<file path="config.mk">
export PLATFORM = sky130hd
export DESIGN_NAME = uart_program_loader
export DESIGN_NICKNAME = d
export VERILOG_FILES = /design/src/rtl/uart_program_loader.sv
export SDC_FILE = /design/constraint.sdc
export NUM_CORES = 1
export LEC_CHECK = 0
export BUFFER_PORTS_ARGS = -buffer_cell sky130_fd_sc_hd__buf_4
export CORE_ASPECT_RATIO = 0.6
export CORE_MARGIN = 2
export CORE_UTILIZATION = 55
export CTS_CLUSTER_DIAMETER = 150
export DETAILED_ROUTE_END_ITERATION = 8
export PLACE_DENSITY = 0.76
export SLEW_MARGIN = 10
export SYNTH_ARGS = -nofsm -noshare
export SYNTH_HDL_FRONTEND = slang
export SYNTH_SLANG_ARGS = --single-unit
</file>
<file path="constraint.sdc">
create_clock -name clk_i -period 6.6 [get_ports clk_i]
set_clock_uncertainty 0.15 [all_clocks]
set_input_delay 0.99 -clock clk_i [delete_from_list [all_inputs] [get_ports clk_i]]
set_output_delay 0.99 -clock clk_i [all_outputs]
set_load 0.1 [all_outputs]
</file>
<file path="src/rtl/uart_program_loader.sv">
// UART boot loader: receives a magic-framed program image over an 8N1 RX pin and writes it
// word-by-word into memory through a req/gnt port, holding the core in reset while loading.
module uart_program_loader #(
    parameter int                BAUD_DIV  = 868,
    parameter int                DATA_W    = 32,
    parameter int                ADDR_W    = 32,
    parameter logic [ADDR_W-1:0] BASE_ADDR = ADDR_W'(32'h4000_0000),
    parameter int                MAX_WORDS = 65536,
    parameter int                TIMEOUT_B = 16,
    parameter logic [31:0]       MAGIC     = 32'hB007_C0DE
) (
    input  logic              clk_i,
    input  logic              rst_i,
    input  logic              rx_i,
    output logic              prog_mode_o,
    output logic              core_rst_o,
    output logic              mem_req_o,
    output logic              mem_we_o,
    output logic [ADDR_W-1:0] mem_addr_o,
    output logic [DATA_W-1:0] mem_wdata_o,
    input  logic              mem_gnt_i,
    output logic              err_o,
    output logic [1:0]        err_code_o
);

    localparam int BYTES    = DATA_W / 8;
    localparam int HALF_DIV = BAUD_DIV / 2;
    localparam int CNT_W    = $clog2(BAUD_DIV);
    localparam int TO_CYC   = TIMEOUT_B * 10 * BAUD_DIV;
    localparam int TO_W     = $clog2(TO_CYC + 1);

    localparam logic [ADDR_W-1:0] STRIDE  = ADDR_W'(BYTES);
    localparam logic [31:0]       MAX_LEN = 32'(MAX_WORDS);

    localparam logic [2:0] S_IDLE  = 3'd0;
    localparam logic [2:0] S_LEN   = 3'd1;
    localparam logic [2:0] S_DATA  = 3'd2;
    localparam logic [2:0] S_WRITE = 3'd3;
    localparam logic [2:0] S_DONE  = 3'd4;
    localparam logic [2:0] S_REL   = 3'd5;
    localparam logic [2:0] S_ERR   = 3'd6;

    localparam logic [1:0] ERR_FRAME = 2'd1;
    localparam logic [1:0] ERR_OVR   = 2'd2;
    localparam logic [1:0] ERR_LEN   = 2'd3;

    // Little-endian assembly: each new byte enters at the top and older bytes move down.
    function automatic logic [DATA_W-1:0] shift_in_word(input logic [DATA_W-1:0] w,
                                                        input logic [7:0] b);
        return (w >> 8) | (DATA_W'(b) << (DATA_W - 8));
    endfunction

    logic             rx_s1, rx_s2, rx_s3;
    logic             rx_busy, rx_done, rx_ferr;
    logic [CNT_W-1:0] rx_cnt;
    logic [3:0]       rx_bit;
    logic [7:0]       rx_sh;
    logic [7:0]       byte_buf;
    logic             byte_vld;

    logic [2:0]       state;
    logic [31:0]      window, len_sh, cnt, idx;
    logic [2:0]       nbytes;
    logic [TO_W-1:0]  to_cnt;

    logic             take, overrun, in_frame, timeout, err_evt;
    logic [1:0]       err_sel;
    logic [31:0]      window_next, len_next;

    // RX: synchroniser, falling-edge start detect, mid-bit sampling of start/data/stop
    always_ff @(posedge clk_i or posedge rst_i) begin
        if (rst_i) begin
            rx_s1   <= 1'b1;
            rx_s2   <= 1'b1;
            rx_s3   <= 1'b1;
            rx_busy <= 1'b0;
            rx_cnt  <= '0;
            rx_bit  <= '0;
            rx_done <= 1'b0;
            rx_ferr <= 1'b0;
        end else begin
            rx_s1   <= rx_i;
            rx_s2   <= rx_s1;
            rx_s3   <= rx_s2;
            rx_done <= 1'b0;
            rx_ferr <= 1'b0;
            if (!rx_busy) begin
                if (rx_s3 && !rx_s2) begin
                    rx_busy <= 1'b1;
                    rx_cnt  <= CNT_W'(HALF_DIV - 1);
                    rx_bit  <= '0;
                end
            end else if (rx_cnt != '0) begin
                rx_cnt <= rx_cnt - 1'b1;
            end else begin
                rx_cnt <= CNT_W'(BAUD_DIV - 1);
                rx_bit <= rx_bit + 4'd1;
                if (rx_bit == 4'd0 && rx_s2) begin
                    rx_busy <= 1'b0;          // start bit gone by mid-bit: glitch
                end else if (rx_bit == 4'd9) begin
                    rx_busy <= 1'b0;
                    rx_done <= rx_s2;
                    rx_ferr <= !rx_s2;
                end
            end
        end
    end

    always_ff @(posedge clk_i) begin
        if (rx_busy && rx_cnt == '0 && rx_bit >= 4'd1 && rx_bit <= 4'd8)
            rx_sh <= {rx_s2, rx_sh[7:1]};
        if (rx_done)
            byte_buf <= rx_sh;
        if (take && state == S_LEN)
            len_sh <= len_next;
    end

    // The FSM drains the holding buffer only in states that consume bytes.
    assign take     = byte_vld && (state == S_IDLE || state == S_LEN || state == S_DATA);
    assign overrun  = rx_done && byte_vld && !take;
    assign in_frame = (state == S_LEN) || (state == S_DATA);
    assign timeout  = in_frame && !take && (to_cnt == TO_W'(TO_CYC - 1));
    assign err_evt  = rx_ferr || overrun || timeout;
    assign err_sel  = rx_ferr ? ERR_FRAME : (overrun ? ERR_OVR : ERR_LEN);

    assign window_next = {byte_buf, window[31:8]};
    assign len_next    = {byte_buf, len_sh[31:8]};
    assign mem_we_o    = mem_req_o;

    always_ff @(posedge clk_i or posedge rst_i) begin
        if (rst_i) begin
            byte_vld <= 1'b0;
            to_cnt   <= '0;
        end else begin
            if (rx_done)
                byte_vld <= 1'b1;
            else if (take)
                byte_vld <= 1'b0;
            if (!in_frame || take)
                to_cnt <= '0;
            else
                to_cnt <= to_cnt + 1'b1;
        end
    end

    // Frame FSM
    always_ff @(posedge clk_i or posedge rst_i) begin
        if (rst_i) begin
            state       <= S_IDLE;
            window      <= '0;
            nbytes      <= '0;
            cnt         <= '0;
            idx         <= '0;
            prog_mode_o <= 1'b0;
            core_rst_o  <= 1'b0;
            mem_req_o   <= 1'b0;
            mem_addr_o  <= '0;
            mem_wdata_o <= '0;
            err_o       <= 1'b0;
            err_code_o  <= 2'd0;
        end else if (err_evt && (in_frame || state == S_WRITE)) begin
            // Abort: drop any pending request, keep the core held in reset.
            state       <= S_ERR;
            mem_req_o   <= 1'b0;
            prog_mode_o <= 1'b0;
            err_o       <= 1'b1;
            err_code_o  <= err_sel;
        end else begin
            if (err_evt) begin
                err_o      <= 1'b1;
                err_code_o <= err_sel;
            end
            case (state)
                S_IDLE: begin
                    if (take) begin
                        window <= window_next;
                        if (window_next == MAGIC) begin
                            window      <= '0;
                            prog_mode_o <= 1'b1;
                            core_rst_o  <= 1'b1;
                            err_o       <= 1'b0;
                            err_code_o  <= 2'd0;
                            nbytes      <= '0;
                            state       <= S_LEN;
                        end
                    end
                end
                S_LEN: begin
                    if (take) begin
                        nbytes <= nbytes + 3'd1;
                        if (nbytes == 3'd3) begin
                            nbytes <= '0;
                            if (len_next == 32'd0 || len_next > MAX_LEN) begin
                                state       <= S_ERR;
                                prog_mode_o <= 1'b0;
                                err_o       <= 1'b1;
                                err_code_o  <= ERR_LEN;
                            end else begin
                                cnt        <= len_next;
                                idx        <= '0;
                                mem_addr_o <= BASE_ADDR;
                                state      <= S_DATA;
                            end
                        end
                    end
                end
                S_DATA: begin
                    if (take) begin
                        mem_wdata_o <= shift_in_word(mem_wdata_o, byte_buf);
                        nbytes      <= nbytes + 3'd1;
                        if (nbytes == 3'(BYTES - 1)) begin
                            nbytes    <= '0;
                            mem_req_o <= 1'b1;
                            state     <= S_WRITE;
                        end
                    end
                end
                S_WRITE: begin
                    if (mem_gnt_i) begin
                        mem_req_o  <= 1'b0;
                        idx        <= idx + 32'd1;
                        mem_addr_o <= mem_addr_o + STRIDE;
                        state      <= (idx + 32'd1 == cnt) ? S_DONE : S_DATA;
                    end
                end
                S_DONE: begin
                    prog_mode_o <= 1'b0;
                    state       <= S_REL;
                end
                S_REL: begin
                    core_rst_o <= 1'b0;
                    state      <= S_IDLE;
                end
                default: begin
                    state <= S_IDLE;
                end
            endcase
        end
    end

endmodule
</file>
==> summary.md <==
| Metric | Value |
|---|---|
| Actual slew at the worst max-slew pin | 1.15 ns |
| Fin nets | 1,187 |
| Critical path class | reg2reg |
| DRT Wirelength | 26,800 um |
| Unrepaired setup endpoints after global routing | no |
| Power, Total | 3.74 mW |
| WL per Instance | 18.2 um |
| Post-CTS Setup Bufs | 0 |
| Seq/Total Area, Yosys | 53.8% |
| 1st-iter DRT viols | 1,091 |
| Area grow syn2layout | 13.4% |
| Fin area | 0.0131 mm2 |
| Worst VDD drop | 0.243 mV |
| Cells after synthesis | 1,129 |
| Routability cong. | 0.909 |
| Initial Utilization | 55.6% |
| Pin count of the biggest net entering global routing | 109 |
| Maxcap violations | 0 |
| First-pass GRT wire length | 43,600 um |
| Flop2flop setup slack | 2.58 ns |
| Layout cells sized above 1 | 16.5% |
| Hold slack | 0.211 ns |
| Setup_tns | 0 ns |
| CTS Buffer Depth | 3 |
| Worst slew margin | 23.2% |
| Vias | 8,874 |
| Post-synth top area share | 42.8% |
| H-tree levels | 1 |
| Die width | 191 um |
| DRC viols | 0 |
| CP Data Arrival Time | 4.26 ns |
| DP Area | 0.0123 mm2 |
| Post-route setup slack | 2.58 ns |
| IO Port Bufs | 72 |
| Fin util | 63.0% |
| Max-slew violation count | 0 |
| Crit start category | register |
| Clk Tree Root Cell | clkbuf_16 |
| Synth async-reset ratio | 83.4% |
| Final period util | 60.9% |
| Most used DFF post-synth | dfrtp_1 |
| GRT Resource Usage Total | 24.4% |
| Worst EP required | 6.84 ns |
| FF+latch count, synth | 241 |
| Synth cell count leaders | dfrtp_1 (198), nand2_1 (134), nor2_1 (98) |
| Rows | 41 |
| Ant. Diodes | 0 |
| Most numerous cell in the Yosys netlist | dfrtp_1 |
| Post-Syn Area | 0.0116 mm2 |
| Post-DP HPWL | 18,300 um |
| Netlist cell types | 68 |
| Final hold vios | 0 |
| Core Box Area | 0.0208 mm2 |
| FMAX | 0.249 GHz |
| Initial antenna violation count | 0 |
| CTS tree | yes |
| DP Cell Count | 1,429 |
| Number of synthesis warnings | 0 |
| Clock Latency Late Sink | 0.52 ns |
| Post-cts gate resize count | 0 |
| Dpl ws | 2.74 ns |
| CTS Buf Count | 23 |
| Syn_area_per_cell | 10.3 um2 |
| Overflow after GRT | 0 |
| I/O pins | 75 |
| Crit Path Max Fanout | 23 |
| Final-report setup violation count | 0 |
| Clock-pin slew on the worst setup and hold paths | 0.07 ns |
| First-pass DRT Iterations | 5 |
| P_leak | 5.69 nW |
| Vias per cell | 6.03 |
| Number of global-route vias before repair | 8,160 |
| Die area | 0.0223 mm2 |
| Ranking of synthesized cells by area | dfrtp_1 (43%), edfxtp_1 (10%), mux2_2 (5.3%) |
| Worst Setup End Kind | register |
| Final ANT Viol Nets | 0 |
| Hold Path Class | reg2reg |
| PwrDens | 285 mW/mm2 |
| Post-synth top area cell | dfrtp_1 |
| CTS Hold Buffers Added | 0 |
| EDFF count, synth | 40 |
| Die span in y | 116 um |
| Min Tclk post-route | 4.02 ns |
| Non-Filler Instances | 1,471 |
| Clock Sinks | 241 |
| Status | finished, final reports clean |
[per-layer routing]
layer	global-route usage [%]	vias up	routed length, um
li1	-	4150	-
met1	39.9	4335	13200
met2	33.4	363	11000
met3	5.71	26	2290
met4	3.49	0	253
met5	0	-	0
[path summary, 6_finish.rpt]
check | start | depth (start not counted) | endpoint
max | state[0] | 7 | idx[29]
min | rx_s1 | 0 | rx_s2
max reg2reg | state[0] | 7 | idx[29]
min reg2reg | rx_s1 | 0 | rx_s2
max in group asynchronous | rst_i | 3 | mem_wdata_o[8]
min in group asynchronous | rst_i | 2 | mem_addr_o[8]
[flip-flops by register name, indices dropped and copies added, names as in the netlist, 2 cells and up]
signal / cells
cnt: 32
idx: 32
mem_wdata_o: 32
mem_addr_o: 30
len_sh: 24
window: 24
to_cnt: 18
rx_cnt: 10
byte_buf: 8
rx_sh: 8
rx_bit: 4
nbytes: 3
state: 3
err_code_o: 2
[cells by family (layout without fill, tap and decap cells)]
group                      count (synthesis)  in the layout  synth area share (%)
other                                      1              2                0.0324
muxes                                     60             60                  5.78
adders and majority gates                  8              8                 0.865
buffers and inverters                     80            142                  2.84
AOI/OAI and AO/OA                        179            179                  9.51
and+or+nand+nor                          488            488                  21.6
DFF                                      241            241                  53.8
xor gates and xnor gates                  72             72                  5.51
[layout make-up]
cell class / instances / area, um2
clock inverters: 12 / 193
well taps: 279 / 349
fillers: 1682 / 7700
flip-flops and latches: 241 / 6230
clock buffers: 30 / 612
multi-input cells: 809 / 5030
repair buffers: 84 / 643
inverters: 16 / 63.8
[worst max-delay path, cell delays in order, from the launching register on]
cell       delay [ns]
dfrtp_1          0.80
xnor2_2          0.24
nor4_2           0.12
a2111oi_1        0.60
nand2_1          0.40
nor2_2           0.35
nand2_1          0.64
o41ai_1          0.58
[power breakdown]
group | leakage, nW | total (mW) | switching, mW | internal [mW]
clock network | 0.388 | 1.42 | 0.567 | 0.853
logic | 2.20 | 0.598 | 0.438 | 0.160
registers | 3.10 | 1.72 | 0.139 | 1.58
total | 5.69 | 3.74 | 1.14 | 2.60
[cell usage in the layout (no fill, tap or decap), types with 29 or more instances in the layout]
master / netlist / routed
dfrtp_1: 198 / 198
nand2_1: 134 / 134
nor2_1: 98 / 98
buf_4: 5 / 83
o21ai_0: 72 / 72
nand3_1: 56 / 56
mux2_2: 55 / 55
xnor2_1: 48 / 48
edfxtp_1: 40 / 40
a21oi_1: 37 / 37
nand4_1: 29 / 29
nor4_1: 30 / 29
(Power assumes the default switching activity.)
